[src/rtl/ascii_field_reader_if.sv]
// Request/result handshake plus character-buffer read port for ascii_field_reader.
// slave = the reader itself, master = the requester / buffer side.
interface ascii_field_reader_if #(
  parameter int ADDR_W = 13
);
  logic              start;
  logic [5:0]        row;
  logic [6:0]        col;
  logic              busy;
  logic              done;
  logic [31:0]       value;
  logic [1:0]        err_code;
  logic              rd_en;
  logic [ADDR_W-1:0] rd_addr;
  logic [31:0]       rd_data;

  modport slave (
    input  start, row, col, rd_data,
    output busy, done, value, err_code, rd_en, rd_addr
  );

  modport master (
    output start, row, col, rd_data,
    input  busy, done, value, err_code, rd_en, rd_addr
  );
endinterface

[src/rtl/ascii_field_reader.sv]
// Parses one sign+ten-digit decimal text field from the character buffer
// into a 32-bit two's-complement value, one character read per two cycles.
module ascii_field_reader #(
  parameter int COLS      = 80,
  parameter int FIELD_LEN = 11,
  parameter int ADDR_W    = 13
) (
  input logic               clk,
  input logic               rst,
  ascii_field_reader_if.slave bus
);

  localparam int POS_W = $clog2(FIELD_LEN);

  localparam logic [1:0] S_IDLE    = 2'd0;
  localparam logic [1:0] S_ISSUE   = 2'd1;
  localparam logic [1:0] S_CAPTURE = 2'd2;
  localparam logic [1:0] S_DONE    = 2'd3;

  localparam logic [1:0] E_OK    = 2'd0;
  localparam logic [1:0] E_SIGN  = 2'd1;
  localparam logic [1:0] E_DIGIT = 2'd2;
  localparam logic [1:0] E_OVF   = 2'd3;

  logic [1:0]        state;
  logic [POS_W-1:0]  pos;
  logic [ADDR_W-1:0] base;
  logic [ADDR_W-1:0] start_base;
  logic              rd_en_q;
  logic [ADDR_W-1:0] rd_addr_q;
  logic [33:0]       mag;
  logic [33:0]       mag_next;
  logic              neg;
  logic [31:0]       value_q;
  logic [1:0]        err_q;

  logic [7:0]        ch;
  logic              is_digit;
  logic              last_pos;
  logic              ovf;
  logic [1:0]        cap_err;
  logic              cap_stop;
  logic              unused_colour;

  assign ch            = bus.rd_data[31:24];
  assign unused_colour = ^bus.rd_data[23:0];
  assign is_digit      = (ch >= 8'h30) && (ch <= 8'h39);
  assign last_pos      = (pos == POS_W'(FIELD_LEN - 1));
  assign start_base    = ADDR_W'(32'(COLS) * 32'(bus.row) + 32'(bus.col));

  // mag*10 as (mag<<3)+(mag<<1); a valid digit's low nibble is its value
  assign mag_next = {mag[30:0], 3'b000} + {mag[32:0], 1'b0} + {30'd0, ch[3:0]};
  assign ovf      = neg ? (mag_next > 34'd2147483648) : (mag_next > 34'd2147483647);

  always_comb begin
    cap_err  = E_OK;
    cap_stop = 1'b0;
    if (pos == '0) begin
      if (ch != 8'h2B && ch != 8'h2D) begin
        cap_err  = E_SIGN;
        cap_stop = 1'b1;
      end
    end else if (!is_digit) begin
      cap_err  = E_DIGIT;
      cap_stop = 1'b1;
    end else if (last_pos) begin
      cap_err  = ovf ? E_OVF : E_OK;
      cap_stop = 1'b1;
    end
  end

  always_ff @(posedge clk) begin
    if (rst) begin
      state     <= S_IDLE;
      pos       <= '0;
      base      <= '0;
      rd_en_q   <= 1'b0;
      rd_addr_q <= '0;
      mag       <= '0;
      neg       <= 1'b0;
      value_q   <= '0;
      err_q     <= E_OK;
    end else begin
      case (state)
        S_IDLE: begin
          if (bus.start) begin
            state     <= S_ISSUE;
            base      <= start_base;
            pos       <= '0;
            mag       <= '0;
            neg       <= 1'b0;
            value_q   <= '0;
            err_q     <= E_OK;
            rd_en_q   <= 1'b1;
            rd_addr_q <= start_base;
          end
        end
        S_ISSUE: begin
          rd_en_q <= 1'b0;
          state   <= S_CAPTURE;
        end
        S_CAPTURE: begin
          if (pos == '0) begin
            neg <= (ch == 8'h2D);
          end else if (is_digit) begin
            mag <= mag_next;
          end
          if (cap_stop) begin
            state <= S_DONE;
            err_q <= cap_err;
            if (cap_err == E_OK) begin
              value_q <= neg ? (~mag_next[31:0] + 32'd1) : mag_next[31:0];
            end
          end else begin
            state     <= S_ISSUE;
            pos       <= pos + POS_W'(1);
            rd_en_q   <= 1'b1;
            rd_addr_q <= base + ADDR_W'(pos) + ADDR_W'(1);
          end
        end
        default: state <= S_IDLE;
      endcase
    end
  end

  assign bus.busy     = (state == S_ISSUE) || (state == S_CAPTURE);
  assign bus.done     = (state == S_DONE);
  assign bus.value    = value_q;
  assign bus.err_code = err_q;
  assign bus.rd_en    = rd_en_q;
  assign bus.rd_addr  = rd_addr_q;

endmodule

[src/flat_wrapper.sv]
// flat-port wrapper written by rule: the top's interface ports become plain ports
module ascii_field_reader_flat 
#(
  parameter int COLS      = 80,
  parameter int FIELD_LEN = 11,
  parameter int ADDR_W    = 13
)
  (clk, rst, bus_start, bus_row, bus_col, bus_rd_data, bus_busy, bus_done, bus_value, bus_err_code, bus_rd_en, bus_rd_addr);
  ascii_field_reader_if #(.ADDR_W(ADDR_W)) bus_i ();
  input logic clk;
  input logic rst;
  input wire logic [$bits(bus_i.start)-1:0] bus_start;
  input wire logic [$bits(bus_i.row)-1:0] bus_row;
  input wire logic [$bits(bus_i.col)-1:0] bus_col;
  input wire logic [$bits(bus_i.rd_data)-1:0] bus_rd_data;
  output wire logic [$bits(bus_i.busy)-1:0] bus_busy;
  output wire logic [$bits(bus_i.done)-1:0] bus_done;
  output wire logic [$bits(bus_i.value)-1:0] bus_value;
  output wire logic [$bits(bus_i.err_code)-1:0] bus_err_code;
  output wire logic [$bits(bus_i.rd_en)-1:0] bus_rd_en;
  output wire logic [$bits(bus_i.rd_addr)-1:0] bus_rd_addr;
  assign bus_i.start = bus_start;
  assign bus_i.row = bus_row;
  assign bus_i.col = bus_col;
  assign bus_i.rd_data = bus_rd_data;
  assign bus_busy = bus_i.busy;
  assign bus_done = bus_i.done;
  assign bus_value = bus_i.value;
  assign bus_err_code = bus_i.err_code;
  assign bus_rd_en = bus_i.rd_en;
  assign bus_rd_addr = bus_i.rd_addr;
  ascii_field_reader #(.COLS(COLS), .FIELD_LEN(FIELD_LEN), .ADDR_W(ADDR_W)) u_core (.clk(clk), .rst(rst), .bus(bus_i));
endmodule
[config.mk]
export PLATFORM = sky130hd
export DESIGN_NAME = ascii_field_reader_flat
export DESIGN_NICKNAME = d
export VERILOG_FILES = /design/src/rtl/ascii_field_reader_if.sv /design/src/rtl/ascii_field_reader.sv /design/src/flat_wrapper.sv
export SDC_FILE = /design/constraint.sdc
export NUM_CORES = 1
export LEC_CHECK = 0
export BUFFER_PORTS_ARGS = -buffer_cell sky130_fd_sc_hd__buf_4
export CAP_MARGIN = 10
export CORE_ASPECT_RATIO = 1.5
export CORE_MARGIN = 2
export CORE_UTILIZATION = 50
export CTS_BUF_LIST = sky130_fd_sc_hd__clkbuf_4 sky130_fd_sc_hd__clkbuf_8
export DETAILED_ROUTE_END_ITERATION = 8
export HOLD_SLACK_MARGIN = 0.02
export MAX_ROUTING_LAYER = met4
export PLACE_DENSITY = 0.7
export SLEW_MARGIN = 20
export SYNTH_ARGS = -nofsm -noshare
export SYNTH_HDL_FRONTEND = slang
export SYNTH_SLANG_ARGS = --single-unit
export TNS_END_PERCENT = 20
[constraint.sdc]
create_clock -name clk -period 6.13 [get_ports clk]
set_input_delay 0 -clock clk [delete_from_list [all_inputs] [get_ports clk]]
set_output_delay 0 -clock clk [all_outputs]
set_load 0.01 [all_outputs]
==> summary.txt, run 1 <==
Worst setup path
  • Reg-to-Reg End: u_core.bus.value[6]$_SDFFE_PP0P_
  • Crit path required time: 6.47 ns
  • Most frequent CP cell: fa_1
  • Crit path capture type: register
  • CP arrival: ~5.6 ns
  • Register-to-register setup slack: 0.90 ns
  • Worst path depth: 15
  • Worst setup path startpoint: u_core.mag[2]$_SDFFE_PP0P_
  • Crit Reg-Reg Startpoint: u_core.mag[2]$_SDFFE_PP0P_
  • Type of origin of the critical path: register
  • Crit path buf inv count: 2
  • CP delay by family, top: simple AND/OR/NAND/NOR gates
  • Critical path class: register to register
  • Reg2Reg Depth: 15
  • Critical Path End: u_core.bus.value[6]$_SDFFE_PP0P_
  • Max stage delay on crit path: 0.57 ns
  • Worst path cell trace: inv_1, fa_1, fa_1, and2b_1, o221ai_2, a2111oi_2, o41ai_2, xnor2_1, or4_1, or2_4, or3_4, nor2_2, o211a_1, buf_4, a22o_1
  • Slowest cell on crit path: or4_1
  • Max Fanout on Critical Path: 17

GRT
  • Number of global-route vias before repair: slightly above 7000
  • Most Crowded Layer GR: met2
  • Largest net degree at the start of global routing: between 70 and 80
  • M1 GR Usage: 31.2%
  • First-pass GRT wire length: 35200 um
  • GR Util All Layers: 26.7%
  • Total gr overflow: 0
  • Initial antenna violation count: 0
  • Met2 Usage GRT: 43.9%
  • GR Layer Usage met3: 2.51%

Yosys
  • Seq/Total Area, Yosys: 25.6%
  • Top FF cell, synth: dfxtp_1
  • Syn nets: 1118
  • Ys Warns: 0
  • Mapped Cells: 980
  • Async set-reset flop share out of synthesis: 0%
  • Synth unique cells: 81
  • Synth Cell Area: 7890 sq um
  • EDFF count, synth: 0
  • Syn_area_per_cell: 8.05 sq um
  • Flop and latch count out of synthesis: 101

Finish
  • Final Instance Area: between 8000 and 9000 sq um
  • Final net count: 1170
  • Area of the multi-input gates: 5550 sq um
  • Filler Cell Count: 1482
  • Synth-to-Final Area Change: 11.9%
  • Layout cells sized above 1: 12.2%
  • # diodes: 0
  • Register area: 2020 sq um

Die
  • Die Y: about 160 um
  • Die area: 16800 sq um
  • Die Wd: 107 um
  • Core box area: approximately 16000 sq um
  • I/O Pins: 98
  • Row count: 56
  • Starting density of the core: about half

Drt
  • Final WL: roughly 21000 um
  • Drt first pass iters: 8
  • Via density: roughly 6.0
  • Detailed router's first-iteration violation count: ~430
  • Residual DRC: 0
  • Final ANT Viol Nets: 0
  • Via count: 7479
  • WL per Instance: around 17 um

Timing
  • Slew Viols, Final: 0
  • Final Setup Violations: 0
  • Setup total negative slack: 0 ns
  • Fmax: 191 MHz
  • Min Tclk post-route: 5.23 ns
  • RSZ-0062 raised after global routing: no
  • Slew headroom: between 30% and 40%
  • Post-route fraction of the period consumed by the critical path: 85.3%
  • Final Hold Vio Count: 0
  • Worst-Margin Slew: 0.953 ns
  • Worst Skew: 0.0113 ns

Clocking
  • Resize count post-CTS: 0
  • Post-CTS Setup Repair Bufs: 0
  • CTS tree: done
  • Clk root buf: clkbuf_8
  • Worst-Skew Late Latency: 0.40 ns
  • Clock Path Buffers: 2
  • Clock transition at path regs: 0.11 ns
  • Num CTS Buffers: 9
  • Depth of the CTS H-tree: 3
  • # clock sinks: 101

Job
  • Max cap viols: 0

Pwr
  • P per Cell Area: about 220 nW/um^2
  • VDD IR max: 0.148 mV
  • Lkg Pwr: 3.71 nW

Placement
  • DPL Wire Length: 16100 um
  • RD Place Congestion: roughly 0.93
  • Number of port buffers: 73
  • Placed Area: 8550 sq um

Worst hold path
  • Hold crit path type: input port to register

Outcome
  • Status: completed
==> worst reg2reg max path, stage by stage, from the launching register on <==
cell and delay, ns:
dfxtp_1 0.40, inv_1 0.07, fa_1 0.49, fa_1 0.47, and2b_1 0.32, o221ai_2 0.17
a2111oi_2 0.56, o41ai_2 0.21, xnor2_1 0.21, or4_1 0.57, or2_4 0.30, or3_4 0.37
nor2_2 0.09, o211a_1 0.52, buf_4 0.30, a22o_1 0.15
==> per-layer routing <==
metal,vias up,share of wire [%]
met5,-,0
met4,0,6.2
met3,88,4.8
met2,263,48
met1,3426,41
li1,3702,-
==> through the flow <==
step	hold slack (ns)	power, mW	std cells	util, %	setup slack [ns]
after floorplan	0.136	1.29	980	-	1.85
after global routing	0.0609	2.10	1240	56.8	0.650
after detailed placement	0.272	1.54	1217	55.0	0.989
after CTS	0.0305	1.99	1240	56.7	0.888
final	0.0379	1.98	1240	56.8	0.898
after global placement	0.265	1.53	1217	55.0	1.04
==> logic make-up (layout without fill, tap and decap cells) <==
kind of cell / Yosys count / in the layout / share of synthesized area [%]
XOR/XNOR: 70 / 70 / 7.77
buffers and inverters: 79 / 136 / 4.14
flip-flops: 101 / 101 / 25.6
AND/OR/NAND/NOR: 330 / 330 / 20.4
AO/OA/AOI/OAI: 302 / 302 / 26.3
adder cells (fa/ha/maj): 90 / 90 / 14.7
multiplexers: 8 / 8 / 1.03
==> area by class of cell <==
| type | count | share of cell area [%] |
|---|---|---|
| multi-input combinational | 800 | 62.9 |
| clock inverter | 7 | 0.864 |
| tap | 203 | 2.88 |
| timing repair buffer | 88 | 7.68 |
| clock buffer | 9 | 1.40 |
| inverter | 32 | 1.36 |
| sequential | 101 | 22.9 |
==> cells in the final DEF, fill, tap and decap left out, types with 6 or more instances in the layout <==
cell / count
nor2b_1: 11
a21o_1: 16
a21oi_1: 86
o21ai_1: 8
nand2_1: 100
ha_1: 85
clkbuf_8: 9
nor2_1: 81
xor2_1: 24
a211oi_1: 18
nand3_1: 32
a22oi_1: 19
nor4_1: 6
dlygate4sd3_1: 7
nor3b_1: 7
o21bai_1: 6
buf_4: 81
dfxtp_1: 100
xnor2_1: 46
o211ai_1: 14
and3_1: 6
o31ai_1: 8
o21ai_0: 48
inv_1: 31
a22o_1: 27
nand2b_1: 9
and2_1: 7
mux2i_1: 7
nor3_1: 22
nand4_1: 12
==> sequential cells by signal, indices dropped and copies added (netlist names) <==
| name | count |
|---|---|
| u_core.base | 13 |
| u_core.bus.rd_en | 1 |
| u_core.bus.rd_addr | 13 |
| u_core.bus.value | 32 |
| u_core.neg | 1 |
| u_core.mag | 33 |
| u_core.bus.err_code | 2 |
| u_core.pos | 4 |
| u_core.state | 2 |
==> worst min-delay path by stage <==
stage / start / to / slack (ns) / cells past startpoint
4_1_cts: bus_row[0] / u_core.base[4]$_SDFFE_PP0P_ / 0.03 / 4
2_1_floorplan: bus_col[0] / u_core.base[0]$_SDFFE_PP0P_ / 0.14 / 2
6_report: bus_row[0] / u_core.base[4]$_SDFFE_PP0P_ / 0.04 / 4
3_5_place_dp: bus_col[0] / u_core.base[0]$_SDFFE_PP0P_ / 0.27 / 3
5_1_grt: bus_row[0] / u_core.base[4]$_SDFFE_PP0P_ / 0.06 / 4
3_3_place_gp: bus_col[3] / u_core.base[3]$_SDFFE_PP0P_ / 0.27 / 3
==> power by group <==
group          switching, mW  leakage (nW)  internal [mW]
combinational          0.490          2.79          0.268
clock                  0.279         0.103          0.163
sequential            0.0502         0.819          0.725
==> synthesized netlist by cell type (all sizes together) (7+ instances only) <==
library cell,n,area [sq um]
nor3b,7,52.6
nor2b,11,68.8
a211oi,20,160
o21ai,56,280
dfxtp,101,2020
nor3,22,110
a22o,27,236
ha,85,1060
o31ai,10,93.8
nand2b,9,56.3
xor2,24,210
nand4,13,87.6
mux2i,7,70.1
nand2,100,375
a21o,16,120
or2,8,55.1
a22oi,20,164
inv,31,116
clkbuf,43,161
a21oi,87,435
xnor2,46,403
nand3,32,160
and2,8,50.1
o211ai,14,105
nor2,83,314
==> what timing repair did <==
item                       CTS  global route
hold endpoints to repair    11             0
hold buffers                 7             0
setup endpoints to repair    0             0
(Power assumes the default switching activity.)
==> run 2: changes to the inputs <==
CTS_BUF_LIST = sky130_fd_sc_hd__clkbuf_16   (was sky130_fd_sc_hd__clkbuf_4 sky130_fd_sc_hd__clkbuf_8)
==> run 2 against run 1 <==
  * Power rose by 7.4%
  * Non-clock buffer count did not move
  * Clock power rose by 32%
  * Register-to-register slack got worse by 0.03 ns
  * Wire length barely moved
  * Via count rose by 0.68%
  * Sequential cell count did not move
  * Largest power group unchanged
  * Cell count did not move
  * Sequential power barely moved
  * Highest routed layer unchanged
  * First-iteration DRC count rose by 8.9%
  * Hold slack improved by 0.041 ns
==> summary.txt, run 2 (same netlist as run 1, synthesis figures left out) <==
Die
  • Die area: 16800 sq um
  • Die Y: 158 um
  • Starting density of the core: 50.7%
  • Core box area: 15600 sq um
  • Row count: 56
  • I/O Pins: 98
  • Die Wd: 107 um

Placement
  • Post-placement cell count: 1217
  • RD Place Congestion: around 0.93
  • DPL Wire Length: between 15000 and 20000 um
  • Number of port buffers: 73

Clocking
  • # clock sinks: 101
  • Resize count post-CTS: 0
  • CTS tree: done
  • Depth of the CTS H-tree: 3
  • Clock Path Buffers: 2
  • Post-CTS Setup Repair Bufs: 0
  • Num CTS Buffers: 9
  • Worst-Skew Late Latency: 0.36 ns
  • Clk root buf: clkbuf_16
  • Clock transition at path regs: 0.08 ns

Worst setup path
  • Reg2Reg Depth: 15
  • Type of origin of the critical path: register
  • Max stage delay on crit path: 0.59 ns
  • Worst path cell trace: inv_1, fa_1, fa_1, and2b_1, o221ai_2, a2111oi_2, o41ai_2, xnor2_1, or4_1, or2_4, or3_4, nor2_2, o211a_1, buf_4, a22o_1
  • Crit path capture type: register
  • Reg-to-Reg End: u_core.bus.value[2]$_SDFFE_PP0P_
  • Critical path class: register to register
  • Register-to-register setup slack: 0.87 ns
  • Slowest cell on crit path: a2111oi_2
  • CP arrival: 5.56 ns
  • Crit Reg-Reg Startpoint: u_core.mag[2]$_SDFFE_PP0P_
  • CP delay by family, top: simple AND/OR/NAND/NOR gates
  • Crit path required time: 6.43 ns
  • Most frequent CP cell: fa_1
  • Max Fanout on Critical Path: 17
  • Crit path buf inv count: 2

Timing
  • Slew Viols, Final: 0
  • Final Hold Vio Count: 0
  • Min Tclk post-route: 5.26 ns
  • Worst Skew: 0.00704 ns
  • Fmax: 190 MHz
  • Worst-Margin Slew: between 0.9 and 1 ns
  • Post-route fraction of the period consumed by the critical path: 85.8%
  • Setup total negative slack: 0 ns
  • RSZ-0062 raised after global routing: no
  • Final Setup Violations: 0
  • Slew headroom: 36.0%

Worst hold path
  • Hold crit path type: input port to register
  • Hold_sp: bus_row[0]
  • Worst hold stages: 4
  • Hold Path End: u_core.base[4]$_SDFFE_PP0P_

Drt
  • Residual DRC: 0
  • Detailed router's first-iteration violation count: about 460
  • Via density: 6.07
  • Via count: 7530
  • Final WL: ~21000 um
  • WL per Instance: 17.3 um
  • Drt first pass iters: 7
  • Final ANT Viol Nets: 0

GRT
  • Initial antenna violation count: 0
  • GR Util All Layers: a little over a quarter
  • First-pass GRT wire length: 35200 um
  • Number of global-route vias before repair: 7221
  • Total gr overflow: 0
  • Largest net degree at the start of global routing: between 70 and 80

Pwr
  • VDD IR max: 0.171 mV
  • Lkg Pwr: approximately 3.8 nW
  • P per Cell Area: 238 nW/um^2

Finish
  • Final net count: 1170
  • Largest register FFs: 33
  • Layout cells sized above 1: 12.2%
  • Most frequent cells in the layout: 100 x nand2_1, 100 x dfxtp_1, 86 x a21oi_1
  • Synth-to-Final Area Change: 13.2%
  • Final core utilization: between 50% and 60%
  • Final cell count without fillers: approximately 1200
  • Biggest register: u_core.mag
  • # diodes: 0

Outcome
  • Status: completed

Job
  • Max cap viols: 0
-- run 2: how the worst max path moves through the flow --
| stage | from | endpoint | slack, ns | cells past startpoint |
|---|---|---|---|---|
| finish | u_core.mag[2]$_SDFFE_PP0P_ | u_core.bus.value[2]$_SDFFE_PP0P_ | 0.87 | 15 |
| floorplan | u_core.mag[0]$_SDFFE_PP0P_ | u_core.bus.value[10]$_SDFFE_PP0P_ | 1.85 | 16 |
| detailed placement | u_core.mag[2]$_SDFFE_PP0P_ | u_core.bus.value[11]$_SDFFE_PP0P_ | 0.99 | 15 |
| global route | u_core.mag[2]$_SDFFE_PP0P_ | u_core.bus.value[8]$_SDFFE_PP0P_ | 0.63 | 15 |
| global placement | u_core.mag[2]$_SDFFE_PP0P_ | u_core.bus.value[7]$_SDFFE_PP0P_ | 1.04 | 15 |
| CTS | u_core.mag[2]$_SDFFE_PP0P_ | u_core.bus.value[11]$_SDFFE_PP0P_ | 0.90 | 15 |
-- run 2: area by class of cell --
type                            instances  area, sq um
Multi-Input combinational cell        800         5550
Clock inverter                          7         76.3
Tap cell                              203          254
Inverter                               32          120
Timing Repair Buffer                   88          678
Clock buffer                            9          225
Fill cell                            1475         6620
Sequential cell                       101         2020
-- run 2: metal layers --
layer  up-vias  track usage (%)  part of all wire, %
met5         -                -                    0
met4         0             16.5                  6.1
met3        90             2.76                  4.7
met2       262             44.0                   48
met1      3478             31.0                   41
li1       3700                -                    -
-- run 2: report_power, final --
group,internal [mW],switching (mW)
Combinational,0.268,0.493
Clock,0.291,0.294
Sequential,0.725,0.0506
-- run 2: what timing repair did --
item                                    CTS  global route
endpoints found under the setup margin    0             0
hold buffers                              7             0
endpoints found under the hold margin    11             0
-- run 2: tightest hold or removal path, cell delays in order --
cell and delay (ns):
buf_4 0.09, ha_1 0.15, nand2_1 0.06, a21oi_1 0.10
-- run 2: through the flow --
step                cell area (sq um)  hold slack [ns]  worst slack, ns  power [mW]
floorplan                        7890            0.136             1.85        1.29
global placement                 8550            0.265             1.04        1.53
detailed placement               8550            0.272            0.989        1.54
CTS                              8930           0.0780            0.896        2.13
global route                     8930            0.107            0.630        2.25
finish                           8930           0.0790            0.871        2.12
